## src/rtl/cpu_control_fsm.sv

```systemverilog
// Multi-cycle control sequencer for the 8-bit datapath: fetch, decode, execute, memory and
// writeback sequencing of sign-extension, ALU, register file, PC and data memory.
module cpu_control_fsm (
    input  logic       clk,
    input  logic       rst_n,
    output logic       instr_req,
    input  logic       instr_ack,
    input  logic [7:0] instr_data,
    output logic [2:0] imm_bits,
    output logic [1:0] alu_op,
    output logic       alu_src_imm,
    input  logic       zero_flag,
    output logic [1:0] rf_addr,
    output logic       rf_we,
    output logic       rf_src_mem,
    output logic       pc_inc,
    output logic       pc_add_imm,
    output logic       dmem_req,
    output logic       dmem_we,
    input  logic       dmem_ack,
    output logic       halted
);

    typedef enum logic [2:0] {
        StStart,
        StFetch,
        StDecode,
        StExec,
        StMem,
        StWb,
        StHalt
    } state_e;

    localparam logic [2:0] OpAddi = 3'b000;
    localparam logic [2:0] OpAndi = 3'b001;
    localparam logic [2:0] OpOri  = 3'b010;
    localparam logic [2:0] OpLdi  = 3'b011;
    localparam logic [2:0] OpLd   = 3'b100;
    localparam logic [2:0] OpSt   = 3'b101;
    localparam logic [2:0] OpBz   = 3'b110;
    localparam logic [2:0] OpSys  = 3'b111;

    localparam logic [1:0] AluAdd   = 2'b00;
    localparam logic [1:0] AluAnd   = 2'b01;
    localparam logic [1:0] AluOr    = 2'b10;
    localparam logic [1:0] AluPassB = 2'b11;

    state_e     state_q;
    logic [7:0] ir_q;
    logic [2:0] opcode;

    assign opcode = ir_q[7:5];

    // IR is cleared when entering FETCH or HALT, so the field outputs read 0 outside an
    // instruction and stay stable from DECODE through its last cycle.
    assign imm_bits = ir_q[2:0];
    assign rf_addr  = ir_q[4:3];

    // PC strobes are consumed on the edge that ends the current state.
    assign pc_inc     = (state_q == StFetch) && instr_ack;
    assign pc_add_imm = (state_q == StExec) && (opcode == OpBz) && zero_flag;

    function automatic logic [1:0] decode_alu_op(input logic [2:0] op);
        case (op)
            OpAndi:  decode_alu_op = AluAnd;
            OpOri:   decode_alu_op = AluOr;
            OpLdi:   decode_alu_op = AluPassB;
            default: decode_alu_op = AluAdd;
        endcase
    endfunction

    always_ff @(posedge clk or negedge rst_n) begin
        if (!rst_n) begin
            state_q     <= StStart;
            ir_q        <= 8'h00;
            instr_req   <= 1'b0;
            alu_op      <= AluAdd;
            alu_src_imm <= 1'b0;
            rf_we       <= 1'b0;
            rf_src_mem  <= 1'b0;
            dmem_req    <= 1'b0;
            dmem_we     <= 1'b0;
            halted      <= 1'b0;
        end else begin
            instr_req   <= 1'b0;
            alu_op      <= AluAdd;
            alu_src_imm <= 1'b0;
            rf_we       <= 1'b0;
            rf_src_mem  <= 1'b0;
            dmem_req    <= 1'b0;
            dmem_we     <= 1'b0;
            halted      <= 1'b0;
            case (state_q)
                StStart: begin
                    state_q   <= StFetch;
                    instr_req <= 1'b1;
                end
                StFetch: begin
                    if (instr_ack) begin
                        state_q <= StDecode;
                        ir_q    <= instr_data;
                    end else begin
                        instr_req <= 1'b1;
                    end
                end
                StDecode: begin
                    case (opcode)
                        OpSt: begin
                            state_q  <= StMem;
                            dmem_req <= 1'b1;
                            dmem_we  <= 1'b1;
                        end
                        OpSys: begin
                            ir_q <= 8'h00;
                            if (ir_q[2:0] == 3'b111) begin
                                state_q <= StHalt;
                                halted  <= 1'b1;
                            end else begin
                                state_q   <= StFetch;
                                instr_req <= 1'b1;
                            end
                        end
                        default: begin
                            state_q     <= StExec;
                            alu_src_imm <= 1'b1;
                            alu_op      <= decode_alu_op(opcode);
                        end
                    endcase
                end
                StExec: begin
                    case (opcode)
                        OpLd: begin
                            state_q  <= StMem;
                            dmem_req <= 1'b1;
                        end
                        OpBz: begin
                            state_q   <= StFetch;
                            instr_req <= 1'b1;
                            ir_q      <= 8'h00;
                        end
                        default: begin
                            state_q <= StWb;
                            rf_we   <= 1'b1;
                        end
                    endcase
                end
                StMem: begin
                    if (!dmem_ack) begin
                        dmem_req <= 1'b1;
                        dmem_we  <= (opcode == OpSt);
                    end else if (opcode == OpLd) begin
                        state_q    <= StWb;
                        rf_we      <= 1'b1;
                        rf_src_mem <= 1'b1;
                    end else begin
                        state_q   <= StFetch;
                        instr_req <= 1'b1;
                        ir_q      <= 8'h00;
                    end
                end
                StWb: begin
                    state_q   <= StFetch;
                    instr_req <= 1'b1;
                    ir_q      <= 8'h00;
                end
                StHalt: begin
                    halted <= 1'b1;
                end
                default: begin
                    state_q <= StStart;
                    ir_q    <= 8'h00;
                end
            endcase
        end
    end

endmodule

```

## config.mk

```make
export PLATFORM = sky130hd
export DESIGN_NAME = cpu_control_fsm
export DESIGN_NICKNAME = d
export VERILOG_FILES = /design/src/rtl/cpu_control_fsm.sv
export SDC_FILE = /design/constraint.sdc
export NUM_CORES = 1
export LEC_CHECK = 0
export CAP_MARGIN = 20
export CORE_UTILIZATION = 30
export CTS_CLUSTER_DIAMETER = 100
export CTS_CLUSTER_SIZE = 25
export DETAILED_ROUTE_END_ITERATION = 6
export PLACE_DENSITY = 0.63
export SLEW_MARGIN = 20
export SYNTH_ARGS = -nofsm -noshare
export SYNTH_HDL_FRONTEND = slang
export SYNTH_SLANG_ARGS = --single-unit
```

## constraint.sdc

```tcl
create_clock -name clk -period 2.2 [get_ports clk]
set_clock_uncertainty 0.1 [all_clocks]
set_input_delay 0.22 -clock clk [delete_from_list [all_inputs] [get_ports clk]]
set_output_delay 0.22 -clock clk [all_outputs]
set_load 0.01 [all_outputs]
```

# Yosys cells after proc, flatten, opt, wreduce, memory -nomap -nowiden
# Cells that the tools add are included.
# word_totals
reg_bits	20
input_bits	13
# classes
eq_ne	19
n_bitwise	2
reduce_logical	10
n_mux	38
# ops
cell	n
8-bit 2-to-1 mux	5
8-bit one-hot mux with 5 select lines	1
3-bit == test (second input constant)	8
3-bit one-hot mux with 6 select lines	1
1-bit 2-to-1 mux	17
3-bit by 2-bit == test with 1-bit output (second input constant)	4
3-bit 2-to-1 mux	4
3-bit one-hot mux with 2 select lines	2
2-bit != test (second input constant)	4
2-bit OR reduction	4
3-bit by 1-bit == test with 1-bit output (second input constant)	2
1-bit one-hot mux with 2 select lines	3
2-bit one-hot mux with 3 select lines	1
6-bit AND reduction	1
1-bit one-hot mux with 5 select lines	1
2-bit 2-to-1 mux	2
1-bit logical AND	3
3-bit logical NOT	1
1-bit one-hot mux with 3 select lines	1
3-bit AND reduction	1
2-bit by 1-bit != test with 1-bit output (second input constant)	1
1-bit NOT	2

# Depth between registers and ports, before layout
# Gate-level depths: netlist (run 1).
# logic_depth
word_depth	4
ltp_mapped	5
mapped_depth_nobuf	4

# Least setup slack after synthesis (run 1)
# No wires, ideal clock.
# synth_path
path_kind	reg2reg
from	register ir_q[5]
to	register ir_q[0]
stages_incl_launch_ff	6
period_less_slack_ns	1.487
slack_ns	0.713
arrival_time_ns	1.266
setup_ns	0.121
cell_sequence	dfrtp_1 > buf_6 > nand3b_1 > a32oi_2 > o221ai_2 > a22o_1
# synth_via
elab_chain_len	3
word_cells_on_any_way	7
# synth_rtl
item	line_no	rtl
start: declaration	49	logic [7:0] ir_q;
start signal: assignment	101	ir_q <= instr_data;
3-bit == test (on tied branches)	107, 131, 151	
2-bit != test (no line) or 2-bit by 1-bit != test with 1-bit output (tied branches)	-	
6-bit AND reduction (no line) (*)	-	
# Mark *: on every way between the ends. The rest lies on a longest branch, timed or not.
# A chain may end at the register's enable or synchronous reset.

# Final worst setup path (run 1)
# layout_path
from	register state_q[2]
to	output pc_add_imm
# layout_via
elab_chain_len	3
# layout_rtl
item	line_no	rtl
start: declaration	48	state_e state_q;
start signal: assignment	74	state_q <= StStart;
start signal: assignment	95	state_q <= StFetch;
start signal: assignment	100	state_q <= StDecode;
3-bit by 2-bit == test with 1-bit output	61	assign pc_add_imm = (state_q == StExec) && (opcode == OpBz) && zero_flag;
1-bit logical AND (2 in a row)	61	
end: declaration	17	output logic pc_add_imm,
# Every way passes these cells.

==> qor.csv, run 1 <==
stage,metric,value,unit
status,outcome,"finished, final reports clean",
timing,slew margin rel.,0.715,
grt,largest net degree at the start of global routing,21,
drt,vias after detailed routing,867,
clocking,CTS tree,built,
grt,initial antenna violation count,0,
synth,number of synthesized register bits,20,
synth,largest family of logic cells by synthesized area,compound AO/OA/AOI/OAI gates,
worst_setup_path,worst reg2reg setup slack,500,ps
clocking,CTS root buf,clkbuf_4,
timing,Slew @ Worst Pin,427,ps
floorplan,num ports,29,
worst_setup_path,crit-path max cell delay,530,ps
timing,RSZ-0062 raised after global routing,false,
timing,FMAX,475,MHz
worst_setup_path,CP endpoint kind,output pin,
worst_setup_path,reg2reg start,state_q[2],
worst_setup_path,Slowest cell on crit path,clkdlybuf4s50_1,
synth,complex-gate fraction of the synthesized area,0.220,
drt,drt drc,0,
worst_setup_path,top cell family by delay on the critical path,buffers and inverters,
floorplan,die width,60.6,microns
synth,Cells after Synth,96,
timing,Tmin final,2110,ps
worst_setup_path,reg2reg path depth,5,
place,post-DP HPWL,1.59,mm
floorplan,Initial Util,0.327,
timing,# setup viols final,0,
worst_setup_path,crit path from,state_q[2],
worst_setup_path,Startpoint Class,flop,
synth,XOR/XNOR share of the synthesized area,0.00851,
synth,multiplexer share of the synthesized area,0.00972,
worst_setup_path,CP Capture Point,pc_add_imm,
timing,final worst-path cycle share,0.957,
worst_setup_path,crit path DAT,1790,ps
pwr,Max VDD drop,0.476,mV
synth,average size of a mapped cell,10.7,sq um
floorplan,core area,3150,sq um
flow_run,max-cap violation count,0,
drt,Routed WL,2.31,mm
clocking,Clock Path Buffers,2,
timing,"Slew Viols, Final",0,
synth,ys async rst share,1.00,
hold_path,hold crit path type,input pin to asynchronous set/reset pin,
finish,# nets final,140,
grt,vias in the first global route,864,
timing,post-layout worst setup margin,94.4,ps
clocking,Sink Count,20,
worst_setup_path,crit path kind,flop to output pin,
finish,# fillers,323,
synth,adder-cell share of the synthesized area,0,
synth,Simple-Gate Fraction of Synth Area,0.188,
drt,wire length per cell,13.6,microns
floorplan,Row Count,20,
worst_setup_path,CP Max Fanout,4,
drt,initial drt markers,9,
clocking,CTS Buf Count,3,
worst_setup_path,CP Depth,4,
pwr,Static Leak,0.583,nW
finish,ratio of cells with drive above 1 in the final layout,0.183,
grt,first-pass GRT wire length,3.71,mm
synth,Mapped Nets,109,
clocking,clock-pin transition on the worst setup and hold timing paths,110,ps
place,dpl ws,248,ps
finish,Final Instance Area,1400,sq um
synth,mapped cell area,1030,sq um
pwr,Power Density,1250,nW/um^2
worst_setup_path,crit path cell chain,nand3b_1 > nor2_2 > and2_1 > clkdlybuf4s50_1,
drt,vias per cell,5.10,
floorplan,Die Ht,60.6,microns
synth,post-synth cell types,37,
place,Port Buf Inserts,28,
finish,area grow syn2layout,36.2,%
drt,Initial DRT Pass Iterations,4,
floorplan,die area,3670,sq um
worst_setup_path,worst path bufs/invs,1,
place,Placed Area,1330,sq um
synth,register area share after synthesis,0.486,
timing,Final Hold Fails,0,
drt,antenna-violating nets left,0,
grt,total gr overflow,0,
synth,Syn. warnings,0,
finish,diode count,0,
worst_setup_path,reg2reg end,state_q[2],
worst_setup_path,CP required,1880,ps
synth,number of synthesized flops with an enable pin,0,
clocking,Post-CTS Hold Buffers,0,
grt,GRT Resource Usage Total,0.137,
synth,Post-synth top flop,dfrtp_1,
timing,Setup TNS Final,0,ps
clocking,H-tree depth,1,
clocking,Worst-Skew Late Latency,310,ps
place,gpl congestion,0.840,
==> cell usage in the layout (no fill, tap or decap), types with 3 or more instances in the layout <==
cell type	count
nand2_1	3
nor3_1	3
a21oi_1	3
clkdlybuf4s50_1	28
dfrtp_1	18
nor3b_2	3
clkbuf_4	3
inv_1	3
nor2b_1	4
buf_4	10
nor2_1	6
a22o_1	8
==> what timing repair did <==
action,4_1_cts,5_1_grt
buffers inserted,2,2
pin swaps,0,1
setup endpoints to repair,2,1
gates resized for setup,1,2
==> per-layer routing <==
layer	up-vias	wire length, microns	track usage
met1	425	966	0.159
met5	-	0	0
li1	404	-	-
met4	0	33	0.0584
met2	34	1190	0.245
met3	4	113	0.0256
==> worst min path at each step <==
stage                     startpoint  slack (ps)  cells after the start   endpoint
after floorplan                rst_n        -180                      0  alu_op[0]
after global placement       ir_q[3]         390                      1    ir_q[3]
after detailed placement     ir_q[3]         390                      1    ir_q[3]
after CTS                      rst_n         150                      2    dmem_we
after global routing           rst_n         150                      2    dmem_we
final                          rst_n         140                      2    dmem_we
==> power breakdown <==
group / internal, mW / switching [mW] / total [mW] / leakage [nW]
clock network: 0.101 / 0.117 / 0.218 / 0.0210
registers: 0.494 / 0.0959 / 0.590 / 0.262
logic: 0.483 / 0.455 / 0.939 / 0.301
==> cell type report <==
cell class	instances	area, sq um	share of cell area
Clock buffer	4	36.3	0.0259
Timing Repair Buffer	38	355	0.253
Sequential cell	20	503	0.359
Tap cell	44	55.1	0.0393
Multi-Input combinational cell	61	442	0.315
Inverter	3	11.3	0.00803
==> synthesized netlist by cell type (3+ instances only) <==
| master | instances | share of area |
|---|---|---|
| nor3_1 | 3 | 0.015 |
| dfrtp_1 | 20 | 0.49 |
| nand2_1 | 3 | 0.011 |
| nor3b_2 | 3 | 0.036 |
| nor2_1 | 7 | 0.026 |
| inv_1 | 3 | 0.011 |
| buf_2 | 6 | 0.029 |
| nor2b_1 | 4 | 0.024 |
| buf_4 | 5 | 0.036 |
| a22o_1 | 8 | 0.068 |
| a21oi_1 | 3 | 0.015 |
==> metrics by stage <==
step	total power [mW]	std cells	hold WS (ps)	util
after global placement	1.46	162	394	0.422
after floorplan	1.22	96	-176	-
after detailed placement	1.48	162	388	0.422
final	1.75	170	136	0.445
after CTS	1.72	168	149	0.439
after global routing	1.87	170	149	0.445
==> worst register-to-register path, stage by stage, from the launching register on <==
cell and delay [ps]:
dfrtp_2 450, buf_4 170, or3b_1 470, nor2_1 150, a21boi_1 90, o31ai_2 180
==> cell families (layout without fill, tap and decap cells) <==
group,after synthesis,count (layout)
AND/OR/NAND/NOR,32,32
AO/OA/AOI/OAI,27,27
flip-flops,20,20
buffers and inverters,15,45
XOR/XNOR,1,1
multiplexers,1,1
==> flip-flops by register name (all words and copies together) (netlist names) <==
signal,flops
alu_src_imm,1
halted,1
rf_we,1
state_q,3
ir_q,8
instr_req,1
rf_src_mem,1
dmem_req,1
dmem_we,1
alu_op,2
Note: power is estimated with default switching activity, not from simulation.
==> inputs of run 2 (changes only) <==
- CTS_CLUSTER_SIZE: 25 -> not set
- SETUP_SLACK_MARGIN: not set -> 0.1
==> run 2 against run 1 <==
Register-to-register slack about the same. Utilization barely moved. Worst setup slack gained 300 ps. Wire length is 1.7% lower. Via count up 0.23%. Power fell by 0.48%. First-iteration DRC count is 130% higher. Maximum frequency grew 16%. Cell area about the same. Flip-flop and latch count did not move. Hold slack is essentially flat. Combinational power increased by 0.7%. Critical path type unchanged. Critical endpoint is now pc_inc.
==> qor.csv, run 2 (synthesized netlist as in run 1, its figures left out) <==
stage,metric,value,unit
grt,initial antenna violation count,0,
floorplan,Initial Util,0.327,
worst_setup_path,crit path cell chain,nand2b_1 > nor3b_2 > dlygate4sd2_1,
pwr,Pwr Total,1.74,mW
finish,# fillers,321,
finish,"Most flops, register",ir_q,
timing,slew margin rel.,0.708,
floorplan,num ports,29,
floorplan,Die Ht,60.6,microns
clocking,CTS root buf,clkbuf_4,
worst_setup_path,crit path from,state_q[2],
clocking,Worst-Skew Late Latency,300,ps
place,dpl ws,248,ps
worst_setup_path,worst path bufs/invs,1,
timing,Tmin final,1810,ps
timing,post-layout worst setup margin,390,ps
worst_setup_path,crit-path max cell delay,450,ps
place,gpl congestion,0.840,
place,post-DP HPWL,1.59,mm
grt,total gr overflow,0,
drt,wire length per cell,13.3,microns
worst_setup_path,crit path DAT,1490,ps
floorplan,Row Count,20,
finish,Storage cell area,503,sq um
finish,fin util,0.445,
drt,drt drc,0,
finish,diode count,0,
drt,initial drt markers,21,
drt,vias after detailed routing,869,
worst_setup_path,CP required,1880,ps
drt,vias per cell,5.11,
grt,first-pass GRT wire length,3.70,mm
worst_setup_path,worst reg2reg setup slack,500,ps
finish,"most common cell after layout, fill and taps aside",clkdlybuf4s50_1,
worst_setup_path,Slowest cell on crit path,dfrtp_2,
worst_setup_path,reg2reg end,ir_q[5],
clocking,CTS tree,built,
worst_setup_path,Startpoint Class,flop,
timing,RSZ-0062 raised after global routing,false,
grt,vias in the first global route,867,
timing,Final Hold Slack,136,ps
flow_run,max-cap violation count,0,
finish,max FFs per register,8,
drt,antenna-violating nets left,0,
worst_setup_path,crit path kind,flop to output pin,
hold_path,hold crit path type,input pin to asynchronous set/reset pin,
floorplan,core area,3150,sq um
finish,area grow syn2layout,36.3,%
pwr,Max VDD drop,0.491,mV
timing,Slew @ Worst Pin,438,ps
worst_setup_path,reg2reg start,state_q[1],
timing,Setup TNS Final,0,ps
clocking,Sink Count,20,
worst_setup_path,top cell family by delay on the critical path,flip-flops,
clocking,Post-CTS Hold Buffers,0,
timing,final worst-path cycle share,0.823,
clocking,H-tree depth,1,
grt,largest net degree at the start of global routing,21,
finish,biggest regs,"ir_q: 8 flops, state_q: 3 flops, alu_op: 2 flops",
clocking,clock-pin transition on the worst setup and hold timing paths,120,ps
timing,FMAX,552,MHz
finish,# nets final,140,
finish,ratio of cells with drive above 1 in the final layout,0.183,
pwr,Power Density,1240,nW/um^2
finish,area of the multi-input gates,442,sq um
pwr,Static Leak,0.607,nW
finish,most frequent cells in the layout,"clkdlybuf4s50_1, dfrtp_1, buf_4",
worst_setup_path,reg2reg path depth,5,
clocking,Clock Path Buffers,2,
status,outcome,"finished, final reports clean",
worst_setup_path,CP Max Fanout,4,
grt,GRT Resource Usage Total,0.136,
timing,Final Hold Fails,0,
timing,# setup viols final,0,
floorplan,die width,60.6,microns
worst_setup_path,CP endpoint kind,output pin,
timing,"Slew Viols, Final",0,
place,Port Buf Inserts,28,
drt,Routed WL,2.27,mm
clocking,CTS Buf Count,3,
drt,Initial DRT Pass Iterations,4,
floorplan,die area,3670,sq um
-- run 2: area by class of cell --
class,instances,share of cell area
multi-input cells,61,0.315
repair buffers,38,0.254
well taps,44,0.0392
clock buffers,4,0.0258
inverters,3,0.00802
flip-flops and latches,20,0.358
-- run 2: how the worst max path moves through the flow --
stage | endpoint | slack, ps | cells after the start
final | pc_inc | 390 | 3
after global routing | pc_inc | 330 | 3
after CTS | pc_add_imm | 90 | 4
after detailed placement | pc_add_imm | 250 | 4
after global placement | pc_inc | 300 | 3
after floorplan | ir_q[0] | 710 | 5
-- run 2: repair_timing --
action	CTS	global route
setup endpoints to repair	2	1
pin swaps	0	1
setup buffers	3	1
gates resized for setup	4	1
gates cloned	0	0
-- run 2: worst register-to-register path, delay by kind of cell, from the launching register on --
kind,cells,cell delay (ps)
and+or+nand+nor,1,180
DFF,1,410
buffers and inverters,1,190
AOI/OAI and AO/OA,3,710
-- run 2: routing by layer --
metal  GRT usage  wire length, microns  vias to the layer above
met2       0.248                  1150                       41
met5           0                     0                        -
met3      0.0256                   135                        6
met1       0.159                   947                      418
li1            -                     -                      404
met4      0.0487                    31                        0
-- run 2: power breakdown --
part	leakage, nW	switching [mW]	total [mW]	internal, mW
clock network	0.0210	0.114	0.215	0.101
logic	0.324	0.466	0.946	0.481
registers	0.262	0.0828	0.577	0.494
total	0.607	0.663	1.74	1.08
-- run 2: through the flow --
step | cells | instance area [sq um]
2_1_floorplan | 96 | 1030
4_1_cts | 169 | 1390
3_5_place_dp | 162 | 1330
3_3_place_gp | 162 | 1330
6_report | 170 | 1400
5_1_grt | 170 | 1400
==> inputs of run 3 (changes only) <==
- PLACE_DENSITY: 0.63 -> 0.65
- clock period: 2.2 -> 1.5 ns (I/O delays scaled with it)
==> run 3 against run 2 <==
The run now ends with negative setup slack left. Critical path depth up 2. Highest routed layer unchanged. Via count up 9.9%. Hold slack worse by 63 ps. Largest power group unchanged. Utilization up 9.3 points.
==> qor.csv, run 3 (synthesized netlist as in run 1, its figures left out) <==
stage,metric,value,unit
status,outcome,finished with violations,
status,failing checks,negative setup slack,
timing,Tmin final,1640,ps
timing,Final Hold Fails,0,
timing,# setup viols final,14,
drt,drt drc,0,
worst_setup_path,crit path DAT,1750,ps
timing,Slew @ Worst Pin,302,ps
floorplan,Die Ht,60.6,microns
timing,RSZ-0062 raised after global routing,true,
clocking,CTS tree,built,
pwr,Power Density,1950,nW/um^2
finish,most frequent cells in the layout,"buf_4, dfrtp_1, dlygate4sd2_1",
clocking,clock-pin transition on the worst setup and hold timing paths,120,ps
floorplan,core area,3150,sq um
floorplan,die width,60.6,microns
worst_setup_path,reg2reg end,ir_q[3],
drt,Routed WL,2.76,mm
floorplan,Initial Util,0.327,
place,gpl congestion,0.800,
pwr,Static Leak,0.801,nW
drt,Initial DRT Pass Iterations,4,
clocking,Worst-Skew Late Latency,310,ps
finish,fin util,0.538,
drt,initial drt markers,22,
worst_setup_path,CP Max Fanout,8,
worst_setup_path,Startpoint Class,flop,
place,post-DP HPWL,1.87,mm
pwr,Max VDD drop,0.784,mV
timing,final worst-path cycle share,1.09,
timing,"Slew Viols, Final",0,
timing,slew margin rel.,0.798,
floorplan,Row Count,20,
grt,largest net degree at the start of global routing,21,
finish,biggest regs,"ir_q: 8 flops, state_q: 3 flops, alu_op: 2 flops",
drt,vias after detailed routing,955,
grt,first-pass GRT wire length,4.43,mm
place,Port Buf Inserts,28,
worst_setup_path,reg2reg start,state_q[1],
timing,post-layout worst setup margin,-142,ps
grt,GRT Resource Usage Total,0.169,
clocking,CTS Buf Count,3,
finish,"Most flops, register",ir_q,
worst_setup_path,reg2reg path depth,5,
clocking,Sink Count,20,
grt,initial antenna violation count,0,
finish,# fillers,304,
worst_setup_path,worst reg2reg setup slack,-140,ps
clocking,Clock Path Buffers,2,
drt,vias per cell,4.92,
hold_path,hold crit path type,input pin to asynchronous set/reset pin,
finish,diode count,0,
finish,area grow syn2layout,64.9,%
grt,vias in the first global route,986,
worst_setup_path,CP required,1610,ps
clocking,H-tree depth,1,
drt,antenna-violating nets left,0,
pwr,Pwr Total,3.31,mW
timing,FMAX,609,MHz
drt,wire length per cell,14.2,microns
clocking,CTS root buf,clkbuf_4,
worst_setup_path,CP endpoint kind,flop,
floorplan,num ports,29,
floorplan,die area,3670,sq um
worst_setup_path,crit path kind,flop to flop,
grt,total gr overflow,0,
finish,"most common cell after layout, fill and taps aside",buf_4,
finish,# nets final,164,
clocking,Post-CTS Hold Buffers,0,
flow_run,max-cap violation count,0,
finish,ratio of cells with drive above 1 in the final layout,0.420,
finish,max FFs per register,8,
-- run 3: layout make-up --
cell class                      instances  area (sq um)  share of cell area
Clock buffer                            3          22.5              0.0133
Tap cell                               44          55.1              0.0324
Sequential cell                        20           500               0.295
Multi-Input combinational cell         61           544               0.321
Timing Repair Buffer                   62           534               0.315
Clock inverter                          1          30.0              0.0177
Inverter                                3          11.3             0.00663
-- run 3: what timing repair did --
item	CTS	global route
pin swaps	10	7
endpoints found under the setup margin	33	21
setup buffers	11	0
resized for setup	39	10
endpoints found under the hold margin	0	0
-- run 3: how the worst max path moves through the flow --
stage	slack (ps)	cells past startpoint	to	from
after detailed placement	-170	5	ir_q[1]	instr_ack
after global placement	-140	3	pc_inc	instr_ack
final	-140	5	ir_q[3]	state_q[1]
after CTS	-140	6	state_q[2]	state_q[1]
after floorplan	40	5	ir_q[5]	state_q[2]
after global routing	-210	5	ir_q[1]	state_q[1]
-- run 3: through the flow --
stage	setup slack [ps]	cells	cell area, sq um	TNS (ps)	hold slack, ps
after floorplan	37.9	96	1040	0	-246
after global placement	-136	180	1470	-1370	385
after detailed placement	-171	180	1470	-1900	386
after CTS	-143	194	1650	-1440	78.2
after global routing	-211	194	1700	-2450	83.1
final	-142	194	1700	-1560	72.8
-- run 3: power by group --
| group | switching [mW] | internal (mW) |
|---|---|---|
| clock network | 0.180 | 0.270 |
| registers | 0.104 | 0.719 |
| logic | 0.951 | 1.08 |
-- run 3: per-layer routing --
metal / GRT usage / share of wire / vias up
met5: 0 / 0 / -
met4: 0.0812 / 0.014 / 0
met3: 0.0320 / 0.041 / 4
met2: 0.290 / 0.51 / 30
met1: 0.203 / 0.44 / 466
li1: - / - / 455
-- run 3: worst max-delay path: stages, from the launching register on --
cell	delay [ps]
dfrtp_1	440
buf_6	140
nor2b_1	150
a32oi_2	290
o221ai_4	210
a22o_1	220
